--- src/rtl/parking_fee_calc.sv ---
// Parking fee calculator: stamps slots on entry, bills on exit.
// Ports: clk, reset (async active-low), timer_count, entry/exit requests,
// ready, occupied bitmap, {fee_slot, duration, fee} with fee_valid, err.
module parking_fee_calc #(
  parameter int NUM_SLOTS  = 4,
  parameter int SLOT_W     = 2,
  parameter int TIME_W     = 10,
  parameter int UNIT_SHIFT = 4,
  parameter int BASE_FEE   = 2,
  parameter int RATE       = 1,
  parameter int FEE_W      = 8
) (
  input  logic                 clk,
  input  logic                 reset,
  input  logic [TIME_W-1:0]    timer_count,
  input  logic                 entry_valid,
  input  logic [SLOT_W-1:0]    entry_slot,
  input  logic                 exit_valid,
  input  logic [SLOT_W-1:0]    exit_slot,
  output logic                 ready,
  output logic [NUM_SLOTS-1:0] occupied,
  output logic                 fee_valid,
  output logic [SLOT_W-1:0]    fee_slot,
  output logic [TIME_W-1:0]    duration,
  output logic [FEE_W-1:0]     fee,
  output logic                 err
);

  typedef enum logic [1:0] {
    IDLE,
    CALC,
    DONE
  } state_t;

  localparam int RAW_W = TIME_W + 33;
  localparam logic [SLOT_W:0] SLOT_LIM = (SLOT_W+1)'(NUM_SLOTS);
  localparam logic [TIME_W:0] ROUND = (TIME_W+1)'(2**UNIT_SHIFT - 1);
  localparam logic [RAW_W-1:0] FEE_MAX = RAW_W'(2**FEE_W - 1);

  state_t              state;
  logic [TIME_W-1:0]   entry_time [NUM_SLOTS];
  logic [SLOT_W-1:0]   slot_q;
  logic [TIME_W-1:0]   dur_q;
  logic [FEE_W-1:0]    fee_q;

  logic                entry_in;
  logic                exit_in;
  logic                exit_ok;
  logic                entry_ok;
  logic                exit_bad;
  logic                entry_bad;
  logic [NUM_SLOTS-1:0] occ_next;
  logic [TIME_W:0]     units;
  logic [RAW_W-1:0]    raw;
  logic [FEE_W-1:0]    fee_sat;

  assign entry_in = ({1'b0, entry_slot} < SLOT_LIM);
  assign exit_in  = ({1'b0, exit_slot} < SLOT_LIM);

  assign exit_ok = exit_valid && ready && exit_in
                && occupied[exit_slot];
  assign exit_bad = exit_valid && !exit_ok;

  // An entry into the slot being vacated on the same edge re-stamps it.
  assign entry_ok = entry_valid && entry_in
                 && (!occupied[entry_slot]
                     || (exit_ok && exit_slot == entry_slot));
  assign entry_bad = entry_valid && !entry_ok;

  always_comb begin
    occ_next = occupied;
    if (exit_ok)  occ_next[exit_slot]  = 1'b0;
    if (entry_ok) occ_next[entry_slot] = 1'b1;
  end

  // Ceiling division to billing units, then saturate the fee.
  assign units = ({1'b0, dur_q} + ROUND) >> UNIT_SHIFT;
  assign raw   = RAW_W'(BASE_FEE) + RAW_W'(units) * RAW_W'(RATE);

  always_comb begin
    fee_sat = raw[FEE_W-1:0];
    if (raw > FEE_MAX) fee_sat = FEE_MAX[FEE_W-1:0];
  end

  always_ff @(posedge clk or negedge reset) begin
    if (!reset) begin
      state     <= IDLE;
      ready     <= 1'b0;
      occupied  <= '0;
      fee_valid <= 1'b0;
      fee_slot  <= '0;
      duration  <= '0;
      fee       <= '0;
      err       <= 1'b0;
      slot_q    <= '0;
      dur_q     <= '0;
      fee_q     <= '0;
      for (int i = 0; i < NUM_SLOTS; i++) begin
        entry_time[i] <= '0;
      end
    end else begin
      occupied  <= occ_next;
      err       <= entry_bad | exit_bad;
      fee_valid <= 1'b0;
      if (entry_ok) entry_time[entry_slot] <= timer_count;
      unique case (state)
        IDLE: begin
          if (exit_ok) begin
            slot_q <= exit_slot;
            dur_q  <= timer_count - entry_time[exit_slot];
            state  <= CALC;
            ready  <= 1'b0;
          end else begin
            ready  <= 1'b1;
          end
        end
        CALC: begin
          fee_q <= fee_sat;
          state <= DONE;
        end
        DONE: begin
          fee_valid <= 1'b1;
          fee_slot  <= slot_q;
          duration  <= dur_q;
          fee       <= fee_q;
          state     <= IDLE;
          ready     <= 1'b1;
        end
        default: begin
          state <= IDLE;
          ready <= 1'b0;
        end
      endcase
    end
  end

endmodule
--- config.mk ---
export PLATFORM = sky130hd
export DESIGN_NAME = parking_fee_calc
export DESIGN_NICKNAME = d
export VERILOG_FILES = /design/src/rtl/parking_fee_calc.sv
export SDC_FILE = /design/constraint.sdc
export NUM_CORES = 1
export LEC_CHECK = 0
export ABC_AREA = 1
export BUFFER_PORTS_ARGS = -buffer_cell sky130_fd_sc_hd__buf_2
export CAP_MARGIN = 20
export CORE_AREA = 2 2 101 103
export CTS_CLUSTER_DIAMETER = 80
export DETAILED_ROUTE_END_ITERATION = 7
export DIE_AREA = 0 0 103 105
export GPL_TIMING_DRIVEN = 0
export MAX_ROUTING_LAYER = met4
export SYNTH_ARGS = -nofsm -noshare
export SYNTH_HDL_FRONTEND = slang
export SYNTH_SLANG_ARGS = --single-unit
--- constraint.sdc ---
create_clock -name clk -period 2.6 [get_ports clk]
set_input_delay 0.52 -clock clk [delete_from_list [all_inputs] [get_ports clk]]
set_output_delay 0.52 -clock clk [all_outputs]
set_load 0.05 [all_outputs]
# --- Word-level counts from Yosys, hierarchy flattened ---
# Index checks and enable logic that the tools add are counted.
word_totals:
  reg_bits: 89
  in_bits: 18
  out_inout_bits: 27
  wordCells: 73
classes:
  addsub: 3
  n_lt_le_gt_ge: 8
  eq_ne: 4
  muxes: 22
  bitwise_logic: 6
  n_reduce_logical: 15
op_table:
  columns: ["cell", "count"]
  rows:
  - ["$bwmux 40", 1]
  - ["$mux 10", 3]
  - ["$bmux 10 s2", 1]
  - ["$demux 10 s2", 1]
  - ["$add 10x4->11 const B", 1]
  - ["$sub 10x10->10", 1]
  - ["$logic_and 1x1->1", 9]
  - ["$add 2x7->8 const A", 1]
  - ["$gt 8x8->1 const B", 1]
  - ["$mux 4", 2]
  - ["$mux 8", 1]
  - ["$ge 3x3->1 const B", 2]
  - ["$lt 2x3->1 const B", 2]
  - ["$mux 1", 6]
  - ["$not 2->3", 2]
  - ["$and 4x4->4", 1]
  - ["$bmux 1 s2", 2]
  - ["$demux 1 s2", 2]
  - ["$ge 2x1->1 const B", 2]
  - ["$not 4->4", 1]
  - ["$or 4x4->4", 1]
  - ["$pmux 2 s2", 1]
  - ["$logic_not 1->1", 3]
  - ["$lt 3x1->1 const B", 1]
  - ["10 further kinds", 10]

# --- Depth between registers and ports, before layout ---
# Gate-level depths: netlist (run 1).
depth:
  depth_word: 9
  depth_mapped: 17
  ltp_nobuf: 16

# --- Worst setup path before layout (run 1) ---
# OpenSTA, ideal clock, no wires.
synth_path:
  path_type: "input-to-reg"
  startpoint: "input port exit_slot[0]"
  endpoint: "register dur_q[6]"
  arrival_time_ns: 2.494
  required_ns: 2.464
  path_slack_ns: -0.030
  path_stages: 15
  path_buffers: 1
  cell_sequence: "buf_6 clkinv_4 nand2_1 clkinv_1 nand2_1 nand2_1 a221oi_1 inv_1 fa_1 o21ai_0 nand3_1 nand3_1 nand2_1 nand2_1 o21ai_0"
synth_between:
  elab_chain_len: 5
  elab_cells_between_ends: 9
synth_lines:
  columns: ["element", "line_no", "text"]
  rows:
  - ["from (decl)", "19", "input logic [SLOT_W-1:0] exit_slot,"]
  - ["$not 2->3 (implied by the code)", "110", "dur_q <= timer_count - entry_time[exit_slot];"]
  - ["$bmux 10 s2", "110", null]
  - ["$mux 10 (implied by the code) (2 in series)", "110", null]
  - ["$sub 10x10->10", "110", null]
  - ["to (signal assigned)", "110", null]
  - ["to (decl)", "43", "logic [TIME_W-1:0] dur_q;"]
# Several ways; a longest one is shown, not always the timed one. The select of a mux whose other input is x is not followed.
# A chain may end at the register's enable or synchronous reset.

# --- Worst setup path after layout (run 1) ---
layout_path:
  startpoint: "input port exit_slot[1]"
  endpoint: "register dur_q[6]"
# The elaborated chain is that of the path after synthesis.

==> impl_metrics.toml, run 1 <==
[outcome]
status = "finished clean"

[route]
remaining_drc_errors = 0
vias = 3820
vias_per_cell = 5.09
drtAntennaViolNets = 0
drt-initial-drc-count = 171
wl_um = 10300
firstDrtPassIters = 5
avgRoutedWirePerCell_um = 13.8

[synthesis]
synth_nets = 586
synth_cell_types = 33
synth_top_cells_by_area = "dfrtp_1, nand2_1, nand4_1, inv_1, ha_1"
yosys.area.top_type = "dfrtp_1"
syn_area_per_cell_um2 = 8.05
ys_seq_area_frac = 0.497
synth_area_um2 = 4480
yosysWarnings = 0
ys_ff_latch = 89
synth_top_area_share = 0.497
synth_cells = 557

[power_and_ir_drop]
power_density_nw_per_um2 = 1150
ir_drop_mv = 0.469
power.static_leakage_nw = 2.73

[worst_setup_path]
regToRegSetupSlack_ps = 510
worstRegToRegCells = 10
reg2reg_from = "entry_time[20]$_DFFE_PN0P_"
cp-start-kind = "input port"
cp_top_family = "adder cells"
crit_required_ps = 2820
worstPathArrival_ps = 2650
path_cells = "buf_2, inv_1, nand2_1, clkinv_2, a22oi_2, nand3_1, ha_1, fa_1, o21ai_2, nand3_1, nand3_1, nand2_1, nand2_1, o21ai_0"
worst-path-buf-inv = 3
crit_type = "in -> reg"
cp-end-kind = "register"
max_stage_delay_ps = 440
worstPathMaxFanout = 9
cpMaxStageDelayCell = "fa_1"
r2r-end = "dur_q[6]$_DFFE_PN0P_"

[cells_and_area]
stdcell_count = 751
fin_nets = 642
multi_input_area_um2 = 2000
final_cell_mix = "nand2_1, dfrtp_1, buf_2, nand4_1, inv_1"
final_common_cell = "nand2_1"
n_antenna_cell = 0
syn2layout_area_growth_pct = 14.2
fillCellCount = 998
utilization = 0.531
final_area_um2 = 5120
layout-drive-gt1-share = 0.149
regArea_um2 = 2230

[floorplan]
die_h_um = 105
start_util = 0.465
rows = 36
core_um2 = 9640
die_area_um2 = 10800
die_x_um = 103
io_pins = 45

[timing]
worst_slew_pin_slew_ps = 524
finalMaxSlewViolations = 0
setup_ws_ps = 173
setup-violations-final = 0
skew_ps = 12.9
period_minus_slack_ps = 2430
min_period_over_period = 0.933
rsz0062_at_grt = "true"
fmax_mhz = 412
hold_viol = 0
slew-limit-headroom = 0.651

[min_path]
hold_path.class = "in -> async"

[clocking]
insertion_delay_ps = 360
cts-root-buf = "clkbuf_8"
cts_tree = "done"
clock_sinks = 89
path_clk_slew_ps = 90
ctsHoldBuffers = 0
h-tree-depth = 3
numCtsBuffers = 9
cts_buffer_depth = 2

[place]
dpl_cell_area_um2 = 4890
dp_hpwl_um = 7570
numPortBuffers = 42
placed_cells = 733
pre_cts_ws_ps = -535
routabilityCongestion = 0.832

[global_routing]
antenna_found_initial = 0
grt_overflow = 0
grt_max_degree = 64
grt_usage = 0.212
grt_pass1_vias = 3675
grt_pass1_wl_um = 17800

[flow_run]
drv_cap = 0
==> routing by layer <==
| metal | global-route usage | wire [um] | vias up |
|---|---|---|---|
| li1 | - | - | 1946 |
| met5 | - | 0 | - |
| met4 | 0.0508 | 98 | 0 |
| met1 | 0.287 | 4730 | 1763 |
| met3 | 0.0308 | 552 | 13 |
| met2 | 0.337 | 4960 | 98 |
==> how the worst max path moves through the flow <==
stage	start	end	slack [ps]	depth (start not counted)
floorplan	exit_slot[0]	dur_q[6]$_DFFE_PN0P_	70	15
global placement	exit_slot[1]	dur_q[6]$_DFFE_PN0P_	-520	15
detailed placement	exit_slot[1]	dur_q[6]$_DFFE_PN0P_	-540	15
CTS	exit_slot[0]	dur_q[6]$_DFFE_PN0P_	10	13
global route	exit_slot[0]	dur_q[9]$_DFFE_PN0P_	-40	16
finish	exit_slot[1]	dur_q[6]$_DFFE_PN0P_	170	14
==> cell families (layout without fill, tap and decap cells) <==
family	Yosys count	count (layout)	share of synthesized area
and+or+nand+nor	335	335	0.320
DFF	89	89	0.497
buffers and inverters	65	126	0.0617
AOI/OAI and AO/OA	51	51	0.0779
adders and majority gates	11	11	0.0324
xor gates and xnor gates	6	6	0.0117
==> cells in the mapped netlist <==
cell type and n:
a21o_1 1, a31oi_1 1, buf_2 8, nand2b_1 1, nand2_4 1, buf_1 1, a21oi_1 4, nand3b_1 1
a22oi_1 3, o22ai_1 1, inv_4 1, clkbuf_1 12, xor2_1 4, nand3_1 25, nor2_1 22, a221oi_1 8
nor3_4 1, dfrtp_1 89, nand2_1 237, o21ai_0 19, clkinv_1 5, inv_1 35, xnor2_1 2, buf_6 2
o21ai_2 6, nand4_1 44, ha_1 10, o21bai_1 1, clkinv_4 1, nand2_2 2, fa_1 1, nor2_2 1
a22o_1 7
==> registers in the layout, summed over array words and instances, names as in the netlist <==
signal	cells
dur_q	10
duration	10
entry_time	40
err	1
fee	8
fee_q	8
fee_slot	2
fee_valid	1
occupied	4
ready	1
slot_q	2
state	2
==> timing repair <==
| action | CTS | global route |
|---|---|---|
| setup buffers | 0 | 2 |
| pin swaps | 0 | 1 |
| cloned | 0 | 0 |
| gates resized for setup | 3 | 6 |
| endpoints found under the setup margin | 3 | 5 |
==> through the flow <==
stage               hold WS, ps  power, mW  TNS, ps
global route               72.9       6.40    -35.2
CTS                        67.4       5.89        0
floorplan                   224       4.31        0
global placement            449       4.91    -2210
finish                     74.0       5.87        0
detailed placement          453       4.97    -2260
==> cell type report <==
type	count	area share
multi-input combinational	403	0.390
tap	133	0.0325
inverter	42	0.0344
clock inverter	6	0.00953
buffer	23	0.0217
timing repair buffer	45	0.0498
clock buffer	10	0.0269
sequential	89	0.435
==> where the power goes <==
group | internal, mW | switching (mW) | total [mW] | leakage [nW]
clock network | 0.386 | 0.527 | 0.913 | 0.0976
registers | 1.98 | 0.365 | 2.35 | 1.11
logic | 0.812 | 1.80 | 2.61 | 1.52
No activity file was read; power rests on OpenSTA's default activity.
==> run 2: changes to the inputs <==
--- a/config.mk
+++ b/config.mk
@@ -5,13 +5,12 @@
 export SDC_FILE = /design/constraint.sdc
 export NUM_CORES = 1
 export LEC_CHECK = 0
-export ABC_AREA = 1
 export BUFFER_PORTS_ARGS = -buffer_cell sky130_fd_sc_hd__buf_2
 export CAP_MARGIN = 20
-export CORE_AREA = 2 2 101 103
+export CORE_AREA = 2 2 99 101
 export CTS_CLUSTER_DIAMETER = 80
 export DETAILED_ROUTE_END_ITERATION = 7
-export DIE_AREA = 0 0 103 105
+export DIE_AREA = 0 0 101 103
 export GPL_TIMING_DRIVEN = 0
 export MAX_ROUTING_LAYER = met4
 export SYNTH_ARGS = -nofsm -noshare
==> constraint.sdc (replaced) <==
create_clock -name clk -period 2.6 [get_ports clk]
set_input_delay 0.52 -clock clk [delete_from_list [all_inputs] [get_ports clk]]
set_output_delay 0.52 -clock clk [all_outputs]
set_load 0.01 [all_outputs]
==> run 2 against run 1 <==
Effect of this change:
- worst hold slack worse by 16 ps
- sequential share of layout area is 1.5 points higher
- power down 1.5%
- sequential power up 3%
- highest routed layer unchanged
==> impl_metrics.toml, run 2 <==
[worst_setup_path]
worst-path-buf-inv = 2
r2r-end = "dur_q[5]$_DFFE_PN0P_"
cp-end-kind = "register"
cp_top_family = "adder cells"
crit_type = "in -> reg"
regToRegSetupSlack_ps = 230
worstPathArrival_ps = 2720
worstPathMaxFanout = 10
cp-start-kind = "input port"
max_stage_delay_ps = 540
crit_required_ps = 2850
path_cells = "buf_12, buf_8, mux4_2, ha_4, fa_2, nor2b_1, o31a_1, o21ai_2, and4_1, a211o_1"
reg2reg_from = "entry_time[1]$_DFFE_PN0P_"
worstRegToRegCells = 8
cpMaxStageDelayCell = "mux4_2"

[min_path]
hold_path.class = "in -> async"

[clocking]
cts-root-buf = "clkbuf_8"
clock_sinks = 89
h-tree-depth = 3
cts_tree = "done"
insertion_delay_ps = 360
numCtsBuffers = 9
cts_buffer_depth = 2
path_clk_slew_ps = 90

[place]
routabilityCongestion = 0.770
placed_cells = 476
numPortBuffers = 42
dp_hpwl_um = 5790

[synthesis]
synth_cells = 319
ys_seq_area_frac = 0.520
synthFlopType = "dfrtp_1"
synth_top_area_share = 0.520
synth-async-reset-ratio = 1.00
synthTopCellsByCount = "dfrtp_1, mux2_2, nand2_1"
yosysWarnings = 0
syn_area_per_cell_um2 = 13.4
synth-edff-count = 0
synth_area_um2 = 4280
synth_cell_types = 49
yosys.area.top_type = "dfrtp_1"
synth_nets = 348
synth.most_common_cell = "dfrtp_1"
synth_top_cells_by_area = "dfrtp_1, mux2_2, mux4_2, mux2_1, mux2_4"
ys_ff_latch = 89

[floorplan]
die_area_um2 = 10400
core_um2 = 9460
die_h_um = 103
die_x_um = 101
rows = 36
io_pins = 45
start_util = 0.453

[route]
drt-initial-drc-count = 71
firstDrtPassIters = 4
vias_per_cell = 5.39
wl_um = 7940
vias = 2655
avgRoutedWirePerCell_um = 16.1
remaining_drc_errors = 0
drtAntennaViolNets = 0

[timing]
worst_slew_pin_slew_ps = 585
rsz0062_at_grt = "false"
hold_slack_ps = 58.1
finalSetupTns_ps = 0
finalMaxSlewViolations = 0
fmax_mhz = 404
setup-violations-final = 0
hold_viol = 0
period_minus_slack_ps = 2470
slew-limit-headroom = 0.610
min_period_over_period = 0.951
skew_ps = 11.5

[cells_and_area]
syn2layout_area_growth_pct = 15.6
fin_nets = 403
reg_top3 = "entry_time: 40 flops, dur_q: 10 flops, duration: 10 flops"
n_antenna_cell = 0
stdcell_count = 493
multi_input_area_um2 = 1940
final_common_cell = "dfrtp_1"
layout-drive-gt1-share = 0.361
final_cell_mix = "dfrtp_1, buf_2, mux2_2, nand2_1, mux2_1"
fillCellCount = 865
top_register = "entry_time"
regArea_um2 = 2230
largest_reg_flops = 40

[flow_run]
drv_cap = 0

[global_routing]
grt_usage = 0.172
grt_pass1_vias = 2714
grt_pass1_wl_um = 13400
grt_overflow = 0
grt_max_degree = 67
antenna_found_initial = 0

[power_and_ir_drop]
power_density_nw_per_um2 = 1170
ir_drop_mv = 0.386
power.static_leakage_nw = 2.29

[outcome]
status = "finished clean"
## run 2: cell types whose count changed after synthesis, sizes merged, moves of 7 or more
cell | before | now
inv | 36 | 15
nand2 | 240 | 24
a221oi | 8 | 0
mux4 | 0 | 11
mux2 | 0 | 62
a22o | 7 | 0
nor2 | 23 | 5
clkbuf | 12 | 4
nand4 | 44 | 1
nand3 | 25 | 6
## run 2: kinds of logic after synthesis
group / synth area share
buffers and inverters: 0.0339
AND/OR/NAND/NOR: 0.0681
XOR/XNOR: 0.0245
AO/OA/AOI/OAI: 0.0864
flip-flops: 0.520
multiplexers: 0.233
adder cells (fa/ha/maj): 0.0339
## run 2: worst max path at each step
stage | from | end | slack (ps) | cells past startpoint
floorplan | exit_slot[0] | dur_q[6]$_DFFE_PN0P_ | -120 | 10
global placement | exit_slot[1] | dur_q[6]$_DFFE_PN0P_ | -300 | 10
detailed placement | exit_slot[0] | dur_q[6]$_DFFE_PN0P_ | -290 | 10
CTS | exit_slot[0] | dur_q[6]$_DFFE_PN0P_ | 90 | 10
global route | exit_slot[0] | dur_q[6]$_DFFE_PN0P_ | 10 | 10
finish | exit_slot[0] | dur_q[6]$_DFFE_PN0P_ | 130 | 10
## run 2: metal layers
metal	wire length, um	part of all wire	up-vias	global-route usage
met4	97	0.012	0	0.0593
met2	3830	0.48	34	0.283
met1	3790	0.48	1343	0.214
met3	219	0.028	9	0.0346
met5	0	0	-	-
li1	-	-	1269	-
## run 2: power breakdown
group	total [mW]	switching [mW]	internal [mW]	leakage, nW
Combinational	2.30	1.05	1.24	1.09
Clock	1.07	0.496	0.571	0.113
Sequential	2.42	0.393	2.03	1.09
## run 2: repair_timing
item,in CTS,in global routing
buffers inserted,0,1
gates resized for setup,0,1
hold buffers,0,0
setup endpoints to repair,0,1
## run 2: through the flow
stage          utilization  total power, mW  instance area (um2)  setup slack, ps
5_1_grt              0.523             6.23                 4950             12.0
6_report             0.523             5.78                 4950              127
3_3_place_gp         0.495             4.68                 4690             -302
4_1_cts              0.523             5.84                 4940             87.9
2_1_floorplan            -             4.10                 4330             -118
3_5_place_dp         0.499             4.76                 4720             -292
## run 2: final cells by class
type / instances / share of cell area
clock buffer: 10 / 0.0278
multi-input combinational: 202 / 0.391
sequential: 89 / 0.450
inverter: 16 / 0.0121
buffer: 12 / 0.0220
clock inverter: 6 / 0.0182
timing repair buffer: 44 / 0.0500
tap: 114 / 0.0288
